<file path="config.mk">
export PLATFORM = sky130hd
export DESIGN_NAME = adma_dm_rd_arb_flat
export DESIGN_NICKNAME = d
export VERILOG_FILES = /design/src/rtl/adma_dm_pkg.sv /design/src/rtl/adma_dm_rd_arb_if.sv /design/src/rtl/adma_rr_arb.sv /design/src/rtl/adma_dm_rd_arb.sv /design/src/flat_wrapper.sv
export SDC_FILE = /design/constraint.sdc
export NUM_CORES = 1
export LEC_CHECK = 0
export ABC_AREA = 1
export BUFFER_PORTS_ARGS = -buffer_cell sky130_fd_sc_hd__buf_2
export CAP_MARGIN = 30
export CORE_MARGIN = 2
export CORE_UTILIZATION = 30
export CTS_CLUSTER_DIAMETER = 80
export DETAILED_ROUTE_END_ITERATION = 12
export GPL_TIMING_DRIVEN = 0
export PLACE_DENSITY = 0.63
export SLEW_MARGIN = 20
export SYNTH_ARGS = -nofsm -noshare
export SYNTH_HDL_FRONTEND = slang
export SYNTH_SLANG_ARGS = --single-unit
</file>
<file path="constraint.sdc">
create_clock -name clk -period 3.8 [get_ports clk]
set_input_delay 0.19 -clock clk [delete_from_list [all_inputs] [get_ports clk]]
set_output_delay 0.19 -clock clk [all_outputs]
set_load 0.005 [all_outputs]
</file>
<file path="src/rtl/adma_dm_pkg.sv">
// ---------------------------------------------------------------------------
// adma_dm_pkg
// Shared geometry and types for the DMA read-host arbiter slice.
//   DMA_CHN_NUM   number of requesting channels (>=2)
//   SRC_ADDR_W    source address width
//   MST_ID_W      AXI ID width
//   ATX_LEN_W     AXI burst length width
//   OSTD_PER_CHN  max outstanding reads per channel (>=1)
// The arbiter, its interface and the bench all take their widths from here,
// so this package is the single place to re-size the block.
// ---------------------------------------------------------------------------
package adma_dm_pkg;

    localparam int DMA_CHN_NUM  = 4;
    localparam int SRC_ADDR_W   = 32;
    localparam int MST_ID_W     = 5;
    localparam int ATX_LEN_W    = 8;
    localparam int OSTD_PER_CHN = 2;

    localparam int CHN_IDX_W  = (DMA_CHN_NUM > 1) ? $clog2(DMA_CHN_NUM) : 1;
    localparam int OSTD_CNT_W = $clog2(OSTD_PER_CHN + 1);

    typedef logic [CHN_IDX_W-1:0]  chn_idx_t;
    typedef logic [OSTD_CNT_W-1:0] ostd_cnt_t;

    typedef struct packed {
        logic [MST_ID_W-1:0]   id;
        logic [SRC_ADDR_W-1:0] addr;
        logic [ATX_LEN_W-1:0]  len;
        logic [1:0]            burst;
    } rd_atx_t;

    // Round-robin pointer advance: one past the winner, wrapping N-1 -> 0.
    function automatic chn_idx_t next_ptr(input chn_idx_t i_win);
        if (int'(i_win) == DMA_CHN_NUM - 1) begin
            return '0;
        end
        return i_win + 1'b1;
    endfunction

endpackage

</file>
<file path="src/rtl/adma_dm_rd_arb_if.sv">
// ---------------------------------------------------------------------------
// adma_dm_rd_arb_if
// Bundles the per-channel request side and the read-host transaction side of
// the arbiter.
//   chn_req_vld/rdy   per-channel request handshake (rdy one-hot or zero)
//   chn_arid/araddr/arlen/arburst   per-channel transaction fields
//   chn_done          per-channel pulse: one read fully returned
//   atx_*             registered transaction presented to the read host
//   atx_vld/atx_rdy   host-side handshake
//   arb_busy          reads in flight or a transaction held
// Modports: master = arbiter, slave = channels + read host environment.
// ---------------------------------------------------------------------------
interface adma_dm_rd_arb_if;
    import adma_dm_pkg::*;

    logic [DMA_CHN_NUM-1:0] chn_req_vld;
    logic [DMA_CHN_NUM-1:0] chn_req_rdy;
    logic [MST_ID_W-1:0]    chn_arid    [DMA_CHN_NUM];
    logic [SRC_ADDR_W-1:0]  chn_araddr  [DMA_CHN_NUM];
    logic [ATX_LEN_W-1:0]   chn_arlen   [DMA_CHN_NUM];
    logic [1:0]             chn_arburst [DMA_CHN_NUM];
    logic [DMA_CHN_NUM-1:0] chn_done;

    chn_idx_t               atx_chn_id;
    logic [MST_ID_W-1:0]    atx_arid;
    logic [SRC_ADDR_W-1:0]  atx_araddr;
    logic [ATX_LEN_W-1:0]   atx_arlen;
    logic [1:0]             atx_arburst;
    logic                   atx_vld;
    logic                   atx_rdy;
    logic                   arb_busy;

    modport master (
        input  chn_req_vld, chn_arid, chn_araddr, chn_arlen, chn_arburst, chn_done, atx_rdy,
        output chn_req_rdy, atx_chn_id, atx_arid, atx_araddr, atx_arlen, atx_arburst,
               atx_vld, arb_busy
    );

    modport slave (
        output chn_req_vld, chn_arid, chn_araddr, chn_arlen, chn_arburst, chn_done, atx_rdy,
        input  chn_req_rdy, atx_chn_id, atx_arid, atx_araddr, atx_arlen, atx_arburst,
               atx_vld, arb_busy
    );

endinterface

</file>
<file path="src/rtl/adma_rr_arb.sv">
// ---------------------------------------------------------------------------
// adma_rr_arb
// Combinational N-way round-robin picker. The search starts at i_ptr and
// wraps modulo N; the first requesting position wins.
//   i_req   [N-1:0]  request vector
//   i_ptr   [IW-1:0] search start position (must be < N)
//   o_gnt   [N-1:0]  one-hot grant (zero when nothing requests)
//   o_idx   [IW-1:0] index of the granted position
//   o_any            some position was granted
// ---------------------------------------------------------------------------
module adma_rr_arb #(
    parameter int N  = 4,
    parameter int IW = (N > 1) ? $clog2(N) : 1
) (
    input  logic [N-1:0]  i_req,
    input  logic [IW-1:0] i_ptr,
    output logic [N-1:0]  o_gnt,
    output logic [IW-1:0] o_idx,
    output logic          o_any
);

    int w_pos;

    always_comb begin
        o_gnt = '0;
        o_idx = '0;
        o_any = 1'b0;
        w_pos = 0;
        for (int k = 0; k < N; k++) begin
            // Rotated position without a modulo operator.
            w_pos = int'(i_ptr) + k;
            if (w_pos >= N) begin
                w_pos = w_pos - N;
            end
            if (!o_any && i_req[w_pos]) begin
                o_any        = 1'b1;
                o_gnt[w_pos] = 1'b1;
                o_idx        = IW'(w_pos);
            end
        end
    end

endmodule

</file>
<file path="src/rtl/adma_dm_rd_arb.sv">
// ---------------------------------------------------------------------------
// adma_dm_rd_arb
// Shares the DMA read host among DMA_CHN_NUM channel requesters. Each cycle
// the output stage can load, the round-robin winner among eligible channels
// (valid and below OSTD_PER_CHN reads in flight) is registered and presented
// on atx_*, and that channel sees chn_req_rdy in the same cycle.
//   clk   clock
//   rst   synchronous reset, active-high
//   bus   adma_dm_rd_arb_if.master (channel requests, host transaction port)
// ---------------------------------------------------------------------------
module adma_dm_rd_arb
    import adma_dm_pkg::*;
(
    input logic              clk,
    input logic              rst,
    adma_dm_rd_arb_if.master bus
);

    localparam int N = DMA_CHN_NUM;

    // Control state
    chn_idx_t  r_ptr;
    ostd_cnt_t r_cnt [N];
    logic      r_vld_p1;

    // Output stage data
    rd_atx_t   r_atx_p1;
    chn_idx_t  r_chn_p1;

    logic [N-1:0] w_elig;
    logic [N-1:0] w_gnt;
    logic [N-1:0] w_rdy;
    chn_idx_t     w_idx;
    logic         w_any;
    logic         w_load;
    logic         w_cnt_nz;

    always_comb begin
        w_elig   = '0;
        w_cnt_nz = 1'b0;
        for (int i = 0; i < N; i++) begin
            w_elig[i] = bus.chn_req_vld[i] && (r_cnt[i] < ostd_cnt_t'(OSTD_PER_CHN));
            w_cnt_nz  = w_cnt_nz | (r_cnt[i] != '0);
        end
    end

    adma_rr_arb #(
        .N  (N),
        .IW (CHN_IDX_W)
    ) u_rr_arb (
        .i_req (w_elig),
        .i_ptr (r_ptr),
        .o_gnt (w_gnt),
        .o_idx (w_idx),
        .o_any (w_any)
    );

    // The stage can take a new transaction when empty or when the host is
    // accepting the current one this cycle.
    assign w_load = !r_vld_p1 || bus.atx_rdy;

    // Grant is suppressed during reset so no channel believes it was accepted
    // by a transaction that the reset is about to discard.
    assign w_rdy = (w_load && w_any && !rst) ? w_gnt : '0;

    // ---- stage p0 -> p1: winner capture ----
    always_ff @(posedge clk) begin
        if (rst) begin
            r_vld_p1 <= 1'b0;
            r_ptr    <= '0;
            r_atx_p1 <= '0;
            r_chn_p1 <= '0;
        end else if (w_load) begin
            r_vld_p1 <= w_any;
            if (w_any) begin
                r_atx_p1.id    <= bus.chn_arid[w_idx];
                r_atx_p1.addr  <= bus.chn_araddr[w_idx];
                r_atx_p1.len   <= bus.chn_arlen[w_idx];
                r_atx_p1.burst <= bus.chn_arburst[w_idx];
                r_chn_p1       <= w_idx;
                r_ptr          <= next_ptr(w_idx);
            end
        end
    end

    // Outstanding counters: counted from grant, so the transaction sitting in
    // the output stage already occupies a slot. A done at zero is dropped.
    always_ff @(posedge clk) begin
        for (int i = 0; i < N; i++) begin
            if (rst) begin
                r_cnt[i] <= '0;
            end else begin
                case ({w_rdy[i], bus.chn_done[i] && (r_cnt[i] != '0)})
                    2'b10:   r_cnt[i] <= r_cnt[i] + 1'b1;
                    2'b01:   r_cnt[i] <= r_cnt[i] - 1'b1;
                    default: r_cnt[i] <= r_cnt[i];
                endcase
            end
        end
    end

    assign bus.chn_req_rdy = w_rdy;
    assign bus.atx_vld     = r_vld_p1;
    assign bus.atx_chn_id  = r_chn_p1;
    assign bus.atx_arid    = r_atx_p1.id;
    assign bus.atx_araddr  = r_atx_p1.addr;
    assign bus.atx_arlen   = r_atx_p1.len;
    assign bus.atx_arburst = r_atx_p1.burst;
    assign bus.arb_busy    = r_vld_p1 | w_cnt_nz;

endmodule

</file>
<file path="src/flat_wrapper.sv">
// flat-port wrapper written by rule: the top's interface ports become plain ports
module adma_dm_rd_arb_flat import adma_dm_pkg::*;
  (clk, rst, bus_chn_req_vld, bus_chn_arid, bus_chn_araddr, bus_chn_arlen, bus_chn_arburst, bus_chn_done, bus_atx_rdy, bus_chn_req_rdy, bus_atx_chn_id, bus_atx_arid, bus_atx_araddr, bus_atx_arlen, bus_atx_arburst, bus_atx_vld, bus_arb_busy);
  adma_dm_rd_arb_if bus_i ();
  input logic clk;
  input logic rst;
  input wire logic [$bits(bus_i.chn_req_vld)-1:0] bus_chn_req_vld;
  input wire logic [$bits(bus_i.chn_arid)-1:0] bus_chn_arid;
  input wire logic [$bits(bus_i.chn_araddr)-1:0] bus_chn_araddr;
  input wire logic [$bits(bus_i.chn_arlen)-1:0] bus_chn_arlen;
  input wire logic [$bits(bus_i.chn_arburst)-1:0] bus_chn_arburst;
  input wire logic [$bits(bus_i.chn_done)-1:0] bus_chn_done;
  input wire logic [$bits(bus_i.atx_rdy)-1:0] bus_atx_rdy;
  output wire logic [$bits(bus_i.chn_req_rdy)-1:0] bus_chn_req_rdy;
  output wire logic [$bits(bus_i.atx_chn_id)-1:0] bus_atx_chn_id;
  output wire logic [$bits(bus_i.atx_arid)-1:0] bus_atx_arid;
  output wire logic [$bits(bus_i.atx_araddr)-1:0] bus_atx_araddr;
  output wire logic [$bits(bus_i.atx_arlen)-1:0] bus_atx_arlen;
  output wire logic [$bits(bus_i.atx_arburst)-1:0] bus_atx_arburst;
  output wire logic [$bits(bus_i.atx_vld)-1:0] bus_atx_vld;
  output wire logic [$bits(bus_i.arb_busy)-1:0] bus_arb_busy;
  assign bus_i.chn_req_vld = bus_chn_req_vld;
  assign bus_i.chn_arid = {>>{bus_chn_arid}};
  assign bus_i.chn_araddr = {>>{bus_chn_araddr}};
  assign bus_i.chn_arlen = {>>{bus_chn_arlen}};
  assign bus_i.chn_arburst = {>>{bus_chn_arburst}};
  assign bus_i.chn_done = bus_chn_done;
  assign bus_i.atx_rdy = bus_atx_rdy;
  assign bus_chn_req_rdy = bus_i.chn_req_rdy;
  assign bus_atx_chn_id = bus_i.atx_chn_id;
  assign bus_atx_arid = bus_i.atx_arid;
  assign bus_atx_araddr = bus_i.atx_araddr;
  assign bus_atx_arlen = bus_i.atx_arlen;
  assign bus_atx_arburst = bus_i.atx_arburst;
  assign bus_atx_vld = bus_i.atx_vld;
  assign bus_arb_busy = bus_i.arb_busy;
  adma_dm_rd_arb u_core (.clk(clk), .rst(rst), .bus(bus_i));
endmodule
</file>
; ---- Word level (Yosys, flattened, before mapping)
; Memories as Yosys holds them, arrays and structs flattened.
; Index checks and enable logic that the tools add are counted.
[totals]
mem_bits_ro = 0
regBits = 52
word_cells = 207
n_memories = 1
ram_bits = 8
output_inout_bits = 55
latchBits = 0
[memory_table]
columns = memory, depth, width, read_ports, rd_ports_with_merged_regs, write_ports, line
row1 = u_core.r_cnt, 4, 2, 4, 0, 4, adma_dm_rd_arb.sv:23  ; ostd_cnt_t r_cnt [N];
[classes]
n_shift = 0
n_eq_ne = 9
multipliers = 0
bitwise_logic = 20
muxes = 105
reduce_logical = 32
div = 0
n_lt_le_gt_ge = 17
addsub = 16
[ops]
columns = operator, count
row1 = 32-bit 2-to-1 mux, 6
row2 = 32-bit by 1-bit >= comparator with 1-bit output (second input constant), 4
row3 = 32-bit by 4-bit less-than comparator with 1-bit output (second input constant), 4
row4 = 32-bit binary-select mux with 2-bit select, 1
row5 = 1-bit 2-to-1 mux, 58
row6 = 2-bit 2-to-1 mux, 20
row7 = 4-bit 2-to-1 mux, 5
row8 = 1-bit logical AND, 17
row9 = 8-bit binary-select mux with 2-bit select, 1
row10 = 8-bit 2-to-1 mux, 2
row11 = 1-bit OR, 16
row12 = 3-bit >= comparator (second input constant), 4
row13 = 4-bit OR, 3
row14 = 3-bit by 3-bit subtractor with 4-bit output (second input constant), 3
row15 = 2-bit by 1-bit adder with 2-bit output (second input constant), 5
row16 = 5-bit binary-select mux with 2-bit select, 1
row17 = 2-bit by 1-bit equality test with 1-bit output (second input constant), 5
row18 = 5-bit 2-to-1 mux, 2
row19 = 1-bit binary-select mux with 2-bit select, 4
row20 = 1-bit demux with 2-bit select, 4
row21 = 2-bit equality test (second input constant), 4
row22 = 2-bit less-than comparator (second input constant), 4
row23 = 2-bit nonzero test, 4
row24 = 2-bit OR reduction, 4
row25 = other kinds (10), 18

; ---- Longest topological paths before layout
; An unclocked memory read counts as a cell.
[logic_depth]
word_depth = 26
ltp_mapped = 17
mapped_depth_nobuf = 17

; ---- Hierarchy
; Synthesis repeated with hierarchy kept, for this count alone.
[unflattened]
cells_unflattened = 810
area_unflattened_um2 = 4720.8
[by_module_without_submodules]
columns = mod, cells_each, n_inst, seq_area_each_um2, area_each_um2
row1 = adma_dm_rd_arb, 733, 1, 1281.2, 4242.8
row2 = adma_rr_arb, 77, 1, 0.0, 478.0

; ---- Least setup slack after synthesis
; Ideal clock, no wire load.
[synth_path]
path_kind = flip-flop to flip-flop
from = register with a tool-made name
to = memory u_core.r_cnt[1][0] (netlist bit) (enable)
period_less_slack_ns = 2.842
setup_time_ns = 0.327
arrival_ns = 2.515
stages_incl_launch_ff = 16
n_path_buf = 0
slack_ns = 0.958
path_cell_list = dfxtp_1 -> inv_2 -> ha_1 -> inv_1 -> nand3_1 -> nand2_1 -> nand3_2 -> nor2_2 -> nor2_4 -> inv_2 -> nor2_1 -> inv_1 -> a21oi_1 -> inv_1 -> ha_1 -> o21ai_0
[synth_lines]
columns = item, line
row1 = end: declaration, adma_dm_rd_arb.sv:23

==> impl_summary.txt <==
----------------------------------------------------
[Power]
  VDD IR max ... 301 uV
  Total leakage power ... 3.71 nW
  Power density normalized to cell area ... 999 nW/um^2

[Setup path]
  Critical path class ... flip-flop to flip-flop
  Worst path required time ... 3820 ps
  Startpoint Class ... flip-flop
  Reg2reg setup slack ... 330 ps
  Arrival time of the worst setup path ... 3490 ps
  Reg2reg end ... u_core.r_cnt[0][1]
  CP max FO ... 10
  Setup crit end kind ... flip-flop
  Length in cells of the worst reg-to-reg path ... 15

[Routing]
  Post-detailed-route DRC marker count ... 0
  Routed WL ... 18.5 mm
  Avg Vias per Cell ... 4.76
  Routed wirelength normalized by instance count ... 14.6 um
  Drt first-iter violations ... 387
  First-pass detailed-route iteration total ... 5
  Antenna-violating nets left ... 0
  Total number of vias ... 6048

[GRT]
  Leftover overflow at the end of global routing ... 0
  Maximum number of pins on one net before global-route repair ... 12
  Number of global-route vias before repair ... 5602
  Initial antenna violation count ... 1
  Total Routing Usage GR ... 21.9%
  Wire length of the first global-routing pass ... 28.2 mm

[Clock tree]
  Number of sinks handled by clock tree synthesis ... 60
  TritonCTS clock tree ... yes
  Cts bufs inserted ... 9
  H-Tree Level Count ... 3
  Register clock-pin slew on the reported worst setup and hold paths ... 60 ps
  Number of buffers on the longest clock path ... 2
  Post-CTS Resized ... 0
  Cell at the root of the clock tree ... sky130_fd_sc_hd__clkbuf_16
  Clk_lat worst skew ... 340 ps
  Setup bufs post-CTS ... 0
  Hold-fix buffers at CTS ... 0

[Final layout]
  Core utilization of the finished layout ... 42.9%
  Most frequent cells in the layout ... sky130_fd_sc_hd__buf_2, sky130_fd_sc_hd__nand2_1, sky130_fd_sc_hd__nor2_1
  Filler Cells Inserted ... 1731
  Layout cells sized above 1 ... 29.5%
  Leading cell type in the layout, fill and taps excluded ... sky130_fd_sc_hd__buf_2
  Non-filler instance count after layout ... 1270
  Area growth from synthesis to layout ... 39.4%
  Number of nets in the layout ... 1293
  Design Area, Final ... 6520 sq um

[STA]
  Setup-violating endpoint count in the final report ... 0
  Clock Skews ... 3.56 ps
  Number of failing hold endpoints at the final stage ... 0
  Post-route setup TNS ... 0 ps
  Final period demand of the worst path ... 3470 ps
  RSZ-0062 raised after global routing ... false
  Fraction of the cycle the final worst path needs ... 91.4%
  Achievable frequency ... 288 MHz
  Slew at the pin closest to its max-slew limit ... 683 ps
  Worst-case headroom to the max-slew limit ... 54.5%
  Final Max Slew Viols ... 0

[Synth]
  Post-synthesis sequential area ratio ... 27.4%
  Synth Warn # ... 0
  Mapped Nets ... 1029
  Post-Synthesis Mean Instance Area ... 5.76 sq um
  Syn Inst Count ... 812
  Post-synthesis instance area ... 4680 sq um
  Yosys cell types ... 29
  Flip-flop and latch count after synthesis ... 60

[Worst hold path]
  Hold Crit Depth ... 5
  Class of the tightest hold or removal check ... input pin to flip-flop
  Hold Path End ... u_core.bus.atx_araddr[24]
  Hold path start ... bus_chn_araddr[24]

[Die]
  Placeable Area ... 15200 sq um
  Row count ... 45
  Number of I/O pins ... 254
  Chip height ... 129 um
  X dimension of the die ... 129 um
  Die Footprint ... 16600 sq um
  Initial core utilization ... 30.8%

[Placement]
  Cell area after placement ... 6180 sq um
  Number of buffers inserted by port buffering ... 253
  Sum of net half-perimeters after detailed placement ... 14.5 mm
  Placer congestion estimate ... 0.902
  Placed Instances ... 1253

[Run status]
  Result of the run ... finished, final reports clean

[Job]
  Count of max-cap constraint violations ... 0

----------------------------------------------------
registers in the layout (all words and copies together), names as in the netlist, named ones only:
| signal | flops |
|---|---|
| u_core.bus.atx_arid | 5 |
| u_core.bus.atx_araddr | 32 |
| u_core.bus.atx_arburst | 2 |
| u_core.bus.atx_vld | 1 |
| u_core.r_ptr | 1 |
| u_core.bus.atx_arlen | 8 |
| u_core.bus.atx_chn_id | 2 |
| u_core.r_cnt | 8 |
routing by layer:
layer	wire [um]	global-route usage, %	part of all wire [%]	vias to the layer above
met2	8990	37.7	49	183
met5	0	0	0	-
met3	1030	5.03	5.6	19
met4	274	5.82	1.5	0
li1	-	-	-	3116
met1	8220	27.6	44	2730
cell type report:
class	count	area (sq um)	area share (%)
Inverter	54	203	3.11
Clock buffer	12	289	4.43
Antenna cell	1	2.50	0.0384
Sequential cell	60	1280	19.6
Clock inverter	4	51.3	0.786
Multi-Input combinational cell	648	2940	45.0
Tap cell	188	235	3.61
Timing Repair Buffer	253	1270	19.4
Buffer	50	256	3.93
stage by stage:
step | hold slack (ps) | power, mW | setup WS, ps
2_1_floorplan | 408 | 4.19 | 958
3_3_place_gp | 501 | 5.60 | 413
3_5_place_dp | 512 | 5.62 | 346
4_1_cts | 153 | 6.57 | 323
5_1_grt | 183 | 7.21 | 67.6
6_report | 154 | 6.51 | 327
cells by family (layout without fill, tap and decap cells):
kind of cell,after synthesis,count (layout),share of synthesized area (%)
and+or+nand+nor,597,597,53.9
buffers and inverters,104,373,9.82
DFF,60,60,27.4
AOI/OAI and AO/OA,32,32,3.90
adders and majority gates,18,18,4.81
xor gates and xnor gates,1,1,0.187
other,0,1,0
how the worst max path moves through the flow:
stage	start	to	slack, ps	cells past startpoint
after floorplan	flip-flop	u_core.r_cnt[1][0]	960	15
after global placement	flip-flop	u_core.r_cnt[0][1]	410	15
after detailed placement	flip-flop	u_core.r_cnt[0][0]	350	15
after CTS	flip-flop	u_core.r_cnt[0][1]	320	15
after global routing	flip-flop	u_core.r_cnt[0][1]	70	15
final	flip-flop	u_core.r_cnt[0][1]	330	15
critical path, stage by stage (launching register included):
cell	delay (ps)
sky130_fd_sc_hd__dfxtp_1	600
sky130_fd_sc_hd__inv_2	210
sky130_fd_sc_hd__ha_1	400
sky130_fd_sc_hd__inv_1	80
sky130_fd_sc_hd__nand3_1	80
sky130_fd_sc_hd__nand2_1	120
sky130_fd_sc_hd__nand3_2	170
sky130_fd_sc_hd__nor2_2	80
sky130_fd_sc_hd__nor2_4	150
sky130_fd_sc_hd__inv_2	60
sky130_fd_sc_hd__nor2_1	120
sky130_fd_sc_hd__inv_1	100
sky130_fd_sc_hd__a21oi_1	300
sky130_fd_sc_hd__inv_1	80
sky130_fd_sc_hd__ha_1	300
sky130_fd_sc_hd__o21ai_0	300
Yosys cell counts:
master | count | area share, %
sky130_fd_sc_hd__a211oi_1 | 3 | 0.48
sky130_fd_sc_hd__a21oi_1 | 13 | 1.4
sky130_fd_sc_hd__a221oi_1 | 1 | 0.19
sky130_fd_sc_hd__a31oi_1 | 2 | 0.27
sky130_fd_sc_hd__buf_1 | 3 | 0.24
sky130_fd_sc_hd__buf_2 | 28 | 3.0
sky130_fd_sc_hd__buf_4 | 7 | 1.1
sky130_fd_sc_hd__buf_6 | 1 | 0.24
sky130_fd_sc_hd__clkbuf_1 | 11 | 0.88
sky130_fd_sc_hd__dfxtp_1 | 52 | 22
sky130_fd_sc_hd__edfxtp_1 | 8 | 5.1
sky130_fd_sc_hd__ha_1 | 18 | 4.8
sky130_fd_sc_hd__inv_1 | 52 | 4.2
sky130_fd_sc_hd__inv_2 | 2 | 0.16
sky130_fd_sc_hd__nand2_1 | 220 | 18
sky130_fd_sc_hd__nand2_2 | 2 | 0.27
sky130_fd_sc_hd__nand3_1 | 162 | 17
sky130_fd_sc_hd__nand3_2 | 5 | 1.1
sky130_fd_sc_hd__nand3b_1 | 5 | 0.80
sky130_fd_sc_hd__nand4_1 | 1 | 0.13
sky130_fd_sc_hd__nor2_1 | 194 | 16
sky130_fd_sc_hd__nor2_2 | 3 | 0.40
sky130_fd_sc_hd__nor2_4 | 1 | 0.24
sky130_fd_sc_hd__nor3_1 | 4 | 0.43
sky130_fd_sc_hd__o21ai_0 | 10 | 1.1
sky130_fd_sc_hd__o21ai_2 | 1 | 0.19
sky130_fd_sc_hd__o21bai_1 | 1 | 0.16
sky130_fd_sc_hd__o31ai_1 | 1 | 0.16
sky130_fd_sc_hd__xor2_1 | 1 | 0.19
power breakdown:
| group | leakage (nW) | switching [mW] | internal [mW] |
|---|---|---|---|
| clock network | 0.165 | 0.329 | 0.605 |
| logic | 3.03 | 2.97 | 1.55 |
| registers | 0.516 | 0.143 | 0.917 |
Note: power is estimated with default switching activity, not from simulation.
